[src/rtl/mem_access_unit_if.sv]
// Data-bus request/response channel between the MEM-stage access engine and the bus bridge.
// master = access engine (issues requests), slave = bridge / memory model.
interface mem_access_unit_if;
  logic        data_req;
  logic        data_wr;
  logic [1:0]  data_size;
  logic [3:0]  data_wstrb;
  logic [31:0] data_addr;
  logic [31:0] data_wdata;
  logic        data_addr_ok;
  logic [31:0] data_rdata;
  logic        data_data_ok;

  modport master (
    output data_req, data_wr, data_size, data_wstrb, data_addr, data_wdata,
    input  data_addr_ok, data_rdata, data_data_ok
  );

  modport slave (
    input  data_req, data_wr, data_size, data_wstrb, data_addr, data_wdata,
    output data_addr_ok, data_rdata, data_data_ok
  );
endinterface

[src/rtl/mem_access_unit.sv]
// MEM-stage load/store engine: issues one bus access per instruction, stalls until done.
// Optional macro ADDR_EXC_EN: misaligned accesses raise exc_adel/exc_ades instead of being aligned down.
module mem_access_unit #(
  parameter int unsigned BUS_TIMEOUT = 0
) (
  input  logic        clk,
  input  logic        rst,
  input  logic        valid_in,
  input  logic        MemReadM,
  input  logic        MemWriteM,
  input  logic [2:0]  MemReadType,
  input  logic [31:0] addr,
  input  logic [31:0] wdata_in,
  input  logic        flush,
  output logic        stall,
  output logic [31:0] load_data,
  output logic        resp_valid,
  output logic        bus_err,
  output logic        exc_adel,
  output logic        exc_ades,
  output logic [31:0] badvaddr,
  mem_access_unit_if.master bus
);

  typedef enum logic [2:0] {IDLE, REQ, WAIT, DROP, DONE} state_t;
  state_t stateReg, stateNext;

  logic        memOp, start, addrExc, timeoutHit, reqWr;
  logic [1:0]  reqSize;
  logic [31:0] reqAddr, reqWdata;
  logic [3:0]  reqWstrb;
  logic        wrReg, signReg, errReg;
  logic [1:0]  sizeReg;
  logic [31:0] addrReg, wdataReg, loadDataReg, extData;
  logic [3:0]  wstrbReg;
  logic [15:0] cntReg;
  logic [7:0]  byteSel;
  logic [15:0] halfSel;

  assign memOp   = valid_in & (MemReadM | MemWriteM);
  assign reqWr   = MemWriteM & ~MemReadM;
  // Size code 11 (including the 111 "none" encoding) is treated as a word access.
  assign reqSize = (MemReadType[1:0] == 2'b11) ? 2'b10 : MemReadType[1:0];

`ifdef ADDR_EXC_EN
  logic misalign, excLoad, excStore;
  assign misalign = (reqSize == 2'b01 && addr[0]) || (reqSize == 2'b10 && addr[1:0] != 2'b00);
  assign excLoad  = ~rst & valid_in & ~flush & MemReadM & misalign;
  assign excStore = ~rst & valid_in & ~flush & reqWr & misalign;
  assign addrExc  = excLoad | excStore;
  assign exc_adel = excLoad;
  assign exc_ades = excStore;
  assign badvaddr = addrExc ? addr : 32'h0;
`else
  assign addrExc  = 1'b0;
  assign exc_adel = 1'b0;
  assign exc_ades = 1'b0;
  assign badvaddr = 32'h0;
`endif

  assign start = memOp & ~flush & ~addrExc & ~rst & (stateReg == IDLE);

  always_comb begin
    reqAddr = addr;
    if (reqSize == 2'b01)      reqAddr[0]   = 1'b0;
    else if (reqSize == 2'b10) reqAddr[1:0] = 2'b00;
  end

  always_comb begin
    case (reqSize)
      2'b00:   reqWdata = {4{wdata_in[7:0]}};
      2'b01:   reqWdata = {2{wdata_in[15:0]}};
      default: reqWdata = wdata_in;
    endcase
  end

  // Lane gi is written when the (aligned) access covers it; loads never assert strobes.
  genvar gi;
  for (gi = 0; gi < 4; gi++) begin : gLane
    assign reqWstrb[gi] = reqWr & ((reqSize == 2'b10) ||
                                   (reqSize == 2'b01 && reqAddr[1] == 1'(gi / 2)) ||
                                   (reqSize == 2'b00 && reqAddr[1:0] == 2'(gi)));
  end

  always_ff @(posedge clk) begin
    if (rst) begin
      wrReg    <= 1'b0;
      signReg  <= 1'b0;
      sizeReg  <= 2'b00;
      addrReg  <= 32'h0;
      wstrbReg <= 4'h0;
      wdataReg <= 32'h0;
    end else if (start) begin
      wrReg    <= reqWr;
      signReg  <= MemReadType[2];
      sizeReg  <= reqSize;
      addrReg  <= reqAddr;
      wstrbReg <= reqWstrb;
      wdataReg <= reqWdata;
    end
  end

  assign timeoutHit = (BUS_TIMEOUT != 0) && (({1'b0, cntReg} + 17'd1) == 17'(BUS_TIMEOUT));

  always_ff @(posedge clk) begin
    if (rst) stateReg <= IDLE;
    else     stateReg <= stateNext;
  end

  // Counts completed WAIT cycles; cleared whenever WAIT is entered or left.
  always_ff @(posedge clk) begin
    if (rst || stateReg != WAIT || stateNext != WAIT) cntReg <= 16'h0;
    else                                              cntReg <= cntReg + 16'd1;
  end

  always_comb begin
    stateNext = stateReg;
    case (stateReg)
      IDLE: if (start) stateNext = bus.data_addr_ok ? WAIT : REQ;
      REQ: begin
        if (bus.data_addr_ok) stateNext = WAIT;
        else if (flush)       stateNext = IDLE;
      end
      WAIT: begin
        // A response arriving together with flush is simply discarded.
        if (bus.data_data_ok) stateNext = flush ? IDLE : DONE;
        else if (flush)       stateNext = DROP;
        else if (timeoutHit)  stateNext = DONE;
      end
      DROP: if (bus.data_data_ok) stateNext = IDLE;
      default: stateNext = IDLE;
    endcase
  end

  always_comb begin
    byteSel = bus.data_rdata[{addrReg[1:0], 3'b000} +: 8];
    halfSel = addrReg[1] ? bus.data_rdata[31:16] : bus.data_rdata[15:0];
    case (sizeReg)
      2'b00:   extData = {{24{signReg & byteSel[7]}}, byteSel};
      2'b01:   extData = {{16{signReg & halfSel[15]}}, halfSel};
      default: extData = bus.data_rdata;
    endcase
  end

  always_ff @(posedge clk) begin
    if (rst) begin
      loadDataReg <= 32'h0;
      errReg      <= 1'b0;
    end else begin
      errReg <= 1'b0;
      if (stateReg == WAIT && stateNext == DONE) begin
        if (bus.data_data_ok) begin
          loadDataReg <= wrReg ? 32'h0 : extData;
        end else begin
          loadDataReg <= 32'h0;
          errReg      <= 1'b1;
        end
      end
    end
  end

  always_comb begin
    stall          = start;
    bus.data_req   = 1'b0;
    bus.data_wr    = 1'b0;
    bus.data_size  = 2'b00;
    bus.data_wstrb = 4'h0;
    bus.data_addr  = 32'h0;
    bus.data_wdata = 32'h0;
    case (stateReg)
      IDLE: if (start) begin
        bus.data_req   = 1'b1;
        bus.data_wr    = reqWr;
        bus.data_size  = reqSize;
        bus.data_wstrb = reqWstrb;
        bus.data_addr  = reqAddr;
        bus.data_wdata = reqWdata;
      end
      REQ: begin
        stall          = 1'b1;
        bus.data_req   = 1'b1;
        bus.data_wr    = wrReg;
        bus.data_size  = sizeReg;
        bus.data_wstrb = wstrbReg;
        bus.data_addr  = addrReg;
        bus.data_wdata = wdataReg;
      end
      WAIT, DROP: stall = 1'b1;
      default: ;
    endcase
  end

  assign resp_valid = (stateReg == DONE);
  assign load_data  = loadDataReg;
  assign bus_err    = errReg;

endmodule

[src/flat_wrapper.sv]
// flat-port wrapper written by rule: the top's interface ports become plain ports
module mem_access_unit_flat 
#(
  parameter int unsigned BUS_TIMEOUT = 0
)
  (clk, rst, valid_in, MemReadM, MemWriteM, MemReadType, addr, wdata_in, flush, stall, load_data, resp_valid, bus_err, exc_adel, exc_ades, badvaddr, bus_data_req, bus_data_wr, bus_data_size, bus_data_wstrb, bus_data_addr, bus_data_wdata, bus_data_addr_ok, bus_data_rdata, bus_data_data_ok);
  mem_access_unit_if bus_i ();
  input  logic clk;
  input  logic rst;
  input  logic valid_in;
  input  logic MemReadM;
  input  logic MemWriteM;
  input  logic [2:0] MemReadType;
  input  logic [31:0] addr;
  input  logic [31:0] wdata_in;
  input  logic flush;
  output logic stall;
  output logic [31:0] load_data;
  output logic resp_valid;
  output logic bus_err;
  output logic exc_adel;
  output logic exc_ades;
  output logic [31:0] badvaddr;
  output wire logic [$bits(bus_i.data_req)-1:0] bus_data_req;
  output wire logic [$bits(bus_i.data_wr)-1:0] bus_data_wr;
  output wire logic [$bits(bus_i.data_size)-1:0] bus_data_size;
  output wire logic [$bits(bus_i.data_wstrb)-1:0] bus_data_wstrb;
  output wire logic [$bits(bus_i.data_addr)-1:0] bus_data_addr;
  output wire logic [$bits(bus_i.data_wdata)-1:0] bus_data_wdata;
  input wire logic [$bits(bus_i.data_addr_ok)-1:0] bus_data_addr_ok;
  input wire logic [$bits(bus_i.data_rdata)-1:0] bus_data_rdata;
  input wire logic [$bits(bus_i.data_data_ok)-1:0] bus_data_data_ok;
  assign bus_data_req = bus_i.data_req;
  assign bus_data_wr = bus_i.data_wr;
  assign bus_data_size = bus_i.data_size;
  assign bus_data_wstrb = bus_i.data_wstrb;
  assign bus_data_addr = bus_i.data_addr;
  assign bus_data_wdata = bus_i.data_wdata;
  assign bus_i.data_addr_ok = bus_data_addr_ok;
  assign bus_i.data_rdata = bus_data_rdata;
  assign bus_i.data_data_ok = bus_data_data_ok;
  mem_access_unit #(.BUS_TIMEOUT(BUS_TIMEOUT)) u_core (.clk(clk), .rst(rst), .valid_in(valid_in), .MemReadM(MemReadM), .MemWriteM(MemWriteM), .MemReadType(MemReadType), .addr(addr), .wdata_in(wdata_in), .flush(flush), .stall(stall), .load_data(load_data), .resp_valid(resp_valid), .bus_err(bus_err), .exc_adel(exc_adel), .exc_ades(exc_ades), .badvaddr(badvaddr), .bus(bus_i));
endmodule
[config.mk]
export PLATFORM = sky130hd
export DESIGN_NAME = mem_access_unit_flat
export DESIGN_NICKNAME = d
export VERILOG_FILES = /design/src/rtl/mem_access_unit_if.sv /design/src/rtl/mem_access_unit.sv /design/src/flat_wrapper.sv
export SDC_FILE = /design/constraint.sdc
export NUM_CORES = 1
export LEC_CHECK = 0
export ABC_AREA = 1
export BUFFER_PORTS_ARGS = -buffer_cell sky130_fd_sc_hd__clkbuf_2
export CAP_MARGIN = 20
export CORE_ASPECT_RATIO = 1.4
export CORE_MARGIN = 10
export CORE_UTILIZATION = 40
export CTS_BUF_LIST = sky130_fd_sc_hd__clkbuf_16
export CTS_CLUSTER_DIAMETER = 40
export DETAILED_ROUTE_END_ITERATION = 6
export PLACE_DENSITY = 0.69
export SLEW_MARGIN = 20
export SYNTH_ARGS = -nofsm -noshare
export SYNTH_HDL_FRONTEND = slang
export SYNTH_SLANG_ARGS = --single-unit
[constraint.sdc]
create_clock -name clk -period 4.25 [get_ports clk]
set_input_delay 0.85 -clock clk [delete_from_list [all_inputs] [get_ports clk]]
set_output_delay 0.85 -clock clk [all_outputs]
set_load 0.01 [all_outputs]
; Word-level counts from Yosys, hierarchy flattened
; Index checks and enable logic that the tools add are counted.
; W data, S select, Z words.
[word_totals]
ff_bits = 108
input_bits = 107
output_inout_bits = 141
wordCells = 90
[classes]
eq_ne = 12
n_shift = 1
muxes = 32
bitwise_logic = 17
n_reduce_logical = 19
[op_table]
columns = operator, count
row1 = $pmux W32 S2, 4
row2 = $mux W32, 4
row3 = $shiftx A32 B6 Y8, 1
row4 = $mux W3, 7
row5 = $mux W16, 1
row6 = $pmux W3 S4, 1
row7 = $and A1 B1 Y1, 11
row8 = $eq A2 B2 Y1 const B, 4
row9 = $mux W2, 4
row10 = $pmux W4 S2, 1
row11 = $logic_and A1 B1 Y1, 7
row12 = $eq A2 B1 Y1 const B, 3
row13 = $eq A3 B2 Y1 const B, 2
row14 = $eq A3 B3 Y1 const B, 2
row15 = $logic_not A2 Y1, 3
row16 = $logic_or A1 B1 Y1, 6
row17 = $mux W1, 6
row18 = $not A1 Y1, 5
row19 = $mux W4, 1
row20 = $pmux W1 S2, 2
row21 = $pmux W2 S2, 1
row22 = $eq A3 B1 Y1 const B, 1
row23 = $logic_not A3 Y1, 1
row24 = $reduce_or A3 Y1, 1
row25 = other kinds (2), 2

; Logic depth before layout (Yosys ltp)
[depth]
ltp_word = 12
ltp_mapped = 11
mapped_depth_nobuf = 9

; Worst setup path after synthesis
; OpenSTA, ideal clock, no wires.
[synth_path]
path_kind = input to output
from = input port rst
to = output port bus_data_size[0]
t_arrival_ns = 1.837
required_time_ns = 3.400
path_slack_ns = 1.563
path_stages = 8
path_buffers = 3
path_cell_list = buf_2 > inv_2 > nand3_1 > nor2_1 > buf_2 > buf_2 > nand3_1 > o21ai_0
[synth_via]
elab_chain_cells = 5
[synth_lines]
columns = item, line
row1 = "start, declared", flat_wrapper.sv:9  ; input logic rst;
row2 = $not A1 Y1, mem_access_unit.sv:61  ; assign start = memOp & ~flush & ~addrExc & ~rst & (stateReg == IDLE);
row3 = $and A1 B1 Y1 (2 in a row), mem_access_unit.sv:61
row4 = $mux W2, mem_access_unit.sv:171  ; IDLE: if (start) begin
row5 = $pmux W2 S2, mem_access_unit.sv:170  ; case (stateReg)
row6 = "end, declared", flat_wrapper.sv:26  ; output wire logic [$bits(bus_i.data_size)-1:0] bus_data_size;
; Every way passes these cells.

; Final worst setup path
[layout_path]
from = input port MemReadM
to = output port bus_data_wdata[25]
[layout_via]
elab_chain_cells = 7
[layout_lines]
columns = item, line
row1 = "start, declared", flat_wrapper.sv:11  ; input logic MemReadM;
row2 = $or A1 B1 Y1, mem_access_unit.sv:40  ; assign memOp = valid_in & (MemReadM | MemWriteM);
row3 = $and A1 B1 Y1, mem_access_unit.sv:40
row4 = $and A1 B1 Y1 (3 in a row), mem_access_unit.sv:61
row5 = $mux W32, mem_access_unit.sv:171
row6 = $pmux W32 S2, mem_access_unit.sv:170
row7 = "end, declared", flat_wrapper.sv:29  ; output wire logic [$bits(bus_i.data_wdata)-1:0] bus_data_wdata;
; Every way passes these cells.

==> run_results.csv <==
group,metric,value,unit
status,status,"finished clean",
timing,holdWs,0.464,ns
timing,setup_ws,0.944,ns
yosys,synth-warning-count,0,
power,leakagePower,3.53,nW
placement,numPortBuffers,213,
power,vdd_ir_drop_max,0.182,mV
timing,setup_viol,0,
global_route,grt_max_degree,79,
cells_and_area,fin_nets,1162,
floorplanning,fp.dieH,163,µm
clock_tree,cts_root_buf,"clkbuf_16",
cells_and_area,final_cell_mix,"356 x nand2_1, 213 x clkbuf_2, 108 x dfxtp_1",
setup_path,critPathMaxStageDelay,0.54,ns
timing,finalCritPeriodShare,77.8,%
yosys,synth_area_leader_cell,"dfxtp_1",
routing,drcViolationCount,0,
timing,fmax,0.302,GHz
routing,ant_nets,0,
floorplanning,dieArea,0.0198,mm²
setup_path,crit_start,"MemReadM",
routing,wl_met3,1940,µm
timing,setup_tns,0,ns
timing,hold_viol,0,
placement,dp.cells,1233,
cells_and_area,design_area,0.00711,mm²
clock_tree,cts_buffers,9,
hold_path,hold_path_end,"u_core.addrReg[23]$_SDFFE_PP0N_",
hold_path,hp-start,"u_core.addrReg[23]$_SDFFE_PP0N_",
clock_tree,cts_tree,"built",
floorplanning,ios,248,
setup_path,start_kind,"primary input",
setup_path,crit_buf_inv,3,
floorplanning,rows,52,
routing,via_per_inst,4.84,
yosys,yosys.cell_types.count,32,
clock_tree,hold_buffers,0,
hold_path,whs_path_depth,2,
routing,wl_met1,7650,µm
timing,drv_slew,0,
global_route,grt_pass1_vias,5779,
setup_path,worstPathCellList,"clkbuf_2, or2_2, nand3_1, nor2_4, buf_4, o21ai_0, nand2_1, clkbuf_2",
setup_path,cp_top_family,"buffers and inverters",
clock_tree,cts.path.max_buffers,2,
yosys,avgSynthCellArea,6.63,µm²
setup_path,crit_path_max_fanout,64,
routing,highest_layer,"met4",
placement,place_area,0.00681,mm²
routing,wirelength,19000,µm
timing,clock_skew,0.00621,ns
clock_tree,cts_resized,0,
setup_path,cp_common_cell,"clkbuf_2",
timing,slew_headroom,41.3,%
yosys,ys_seq_elements,108,
routing,met2WireLength,9180,µm
floorplanning,initial_utilization,40.4,%
setup_path,crit_required,3.40,ns
cells_and_area,final_common_cell,"nand2_1",
timing,timing.final.crit_period,3.31,ns
yosys,ys_seq_area_share,37.2,%
run,cap_violations,0,
floorplanning,core_area,0.0144,mm²
setup_path,worstReg2RegEnd,"u_core.load_data[3]$_SDFFE_PP0P_",
global_route,grt_pass1_wl,30000,µm
setup_path,critPathKind,"primary input to output pin",
setup_path,r2r_cells,5,
clock_tree,insertion_delay,0.35,ns
cells_and_area,syn2layout_area_growth,22.4,%
setup_path,r2r-start,"u_core.sizeReg[1]$_SDFFE_PP0N_",
cells_and_area,num_antenna_cells,0,
global_route,grt.total_usage,18.5,%
yosys,synth_top_cell_area_share,37.2,%
setup_path,end_kind,"output pin",
clock_tree,cts.sinks,108,
setup_path,arrival,2.46,ns
cells_and_area,layout-drive-gt1-share,27.4,%
routing,first_pass_iters,5,
timing,rsz0062_at_grt,"false",
hold_path,hold_class,"flop to flop",
global_route,grt_antenna_before_repair,0,
clock_tree,post-cts-setup-buffers,0,
placement,gp_congestion,0.892,
clock_tree,htree_levels,3,
setup_path,cpMaxStageDelayCell,"buf_4",
power,p_per_area,307,mW/mm²
global_route,overflow,0,
cells_and_area,layout.cells.non_filler,1248,
yosys,synthCells,876,
yosys,synth.area.top_cells,"dfxtp_1 37%, nand2_1 23%, a21oi_1 8.0%",
floorplanning,dieWidth,122,µm
placement,place_ws,0.970,ns
timing,worst_pin_slew,0.881,ns
setup_path,reg2reg_slack,2.05,ns
routing,routedWlPerCell,15.3,µm
routing,vias,6046,
routing,first_iter_violations,488,
clock_tree,path_clk_slew,0.08,ns
placement,dp.final_hpwl,14300,µm
yosys,syn_area,0.00581,mm²
[report_power, final]
group / internal [W] / switching, W
Combinational: 0.0000967 / 0.000179
Clock: 0.000462 / 0.000399
Sequential: 0.00103 / 0.0000144
[worst max-delay path by stage]
stage                     cells after the start                  to
after floorplan                               8    bus_data_size[0]
after global placement                        8    bus_data_size[0]
after detailed placement                      8    bus_data_size[0]
after CTS                                     8    bus_data_size[0]
after global routing                          8    bus_data_size[0]
final                                         8  bus_data_wdata[25]
[per-layer routing]
metal  up-vias  track usage [%]
li1       3089                -
met1      2719             21.6
met2       220             30.9
met3        18             6.77
met4         0             5.16
met5         -                0
[synth_stat cells]
master / instances
a21oi_1: 93
a21oi_2: 10
a22o_1: 1
buf_1: 1
buf_12: 1
buf_2: 24
buf_4: 38
buf_6: 2
clkbuf_1: 22
conb_1: 1
dfxtp_1: 108
inv_1: 45
inv_2: 3
inv_4: 1
inv_8: 1
mux2i_1: 7
nand2_1: 356
nand2_2: 2
nand2_4: 2
nand3_1: 15
nand3_2: 10
nand3_4: 1
nand4_1: 9
nor2_1: 32
nor2_2: 1
nor2_8: 1
nor3_1: 3
nor3_2: 1
o211ai_1: 16
o21ai_0: 50
o22ai_1: 2
or2_2: 17
[metrics by stage]
step                      util (%)  power [W]
after floorplan                  -    0.00125
after global placement        47.4    0.00135
after detailed placement      47.4    0.00135
after CTS                     49.4    0.00221
after global routing          49.4    0.00228
final                         49.4    0.00218
[tightest hold or removal path: cells and delay by family (launching register included)]
kind	cells	cell delay [ns]
compound gates	1	0.05
flops	1	0.31
simple gates	1	0.06
[state kept, by name, indices dropped and copies added, names as in the netlist]
name / count
u_core.wstrbReg: 4
u_core.wrReg: 1
u_core.wdataReg: 32
u_core.stateReg: 3
u_core.load_data: 32
u_core.bus_err: 1
u_core.sizeReg: 2
u_core.signReg: 1
u_core.addrReg: 32
[layout make-up]
cell class | count | area (µm²)
Fill cell | 1540 | 7270
Multi-Input combinational cell | 664 | 3070
Sequential cell | 108 | 2160
Timing Repair Buffer | 222 | 1150
Tap cell | 189 | 236
Clock buffer | 9 | 225
Inverter | 50 | 198
Clock inverter | 6 | 73.8
[kinds of logic (layout without fill, tap and decap cells)]
group	count (synthesis)	count (layout)	share of synthesized area, %
AND/OR/NAND/NOR	450	450	32.7
AO/OA/AOI/OAI	172	172	16.3
buffers and inverters	138	287	12.6
flip-flops	108	108	37.2
multiplexers	7	7	1.21
other	1	35	0.0645
Power figures use the tool's default switching activity.
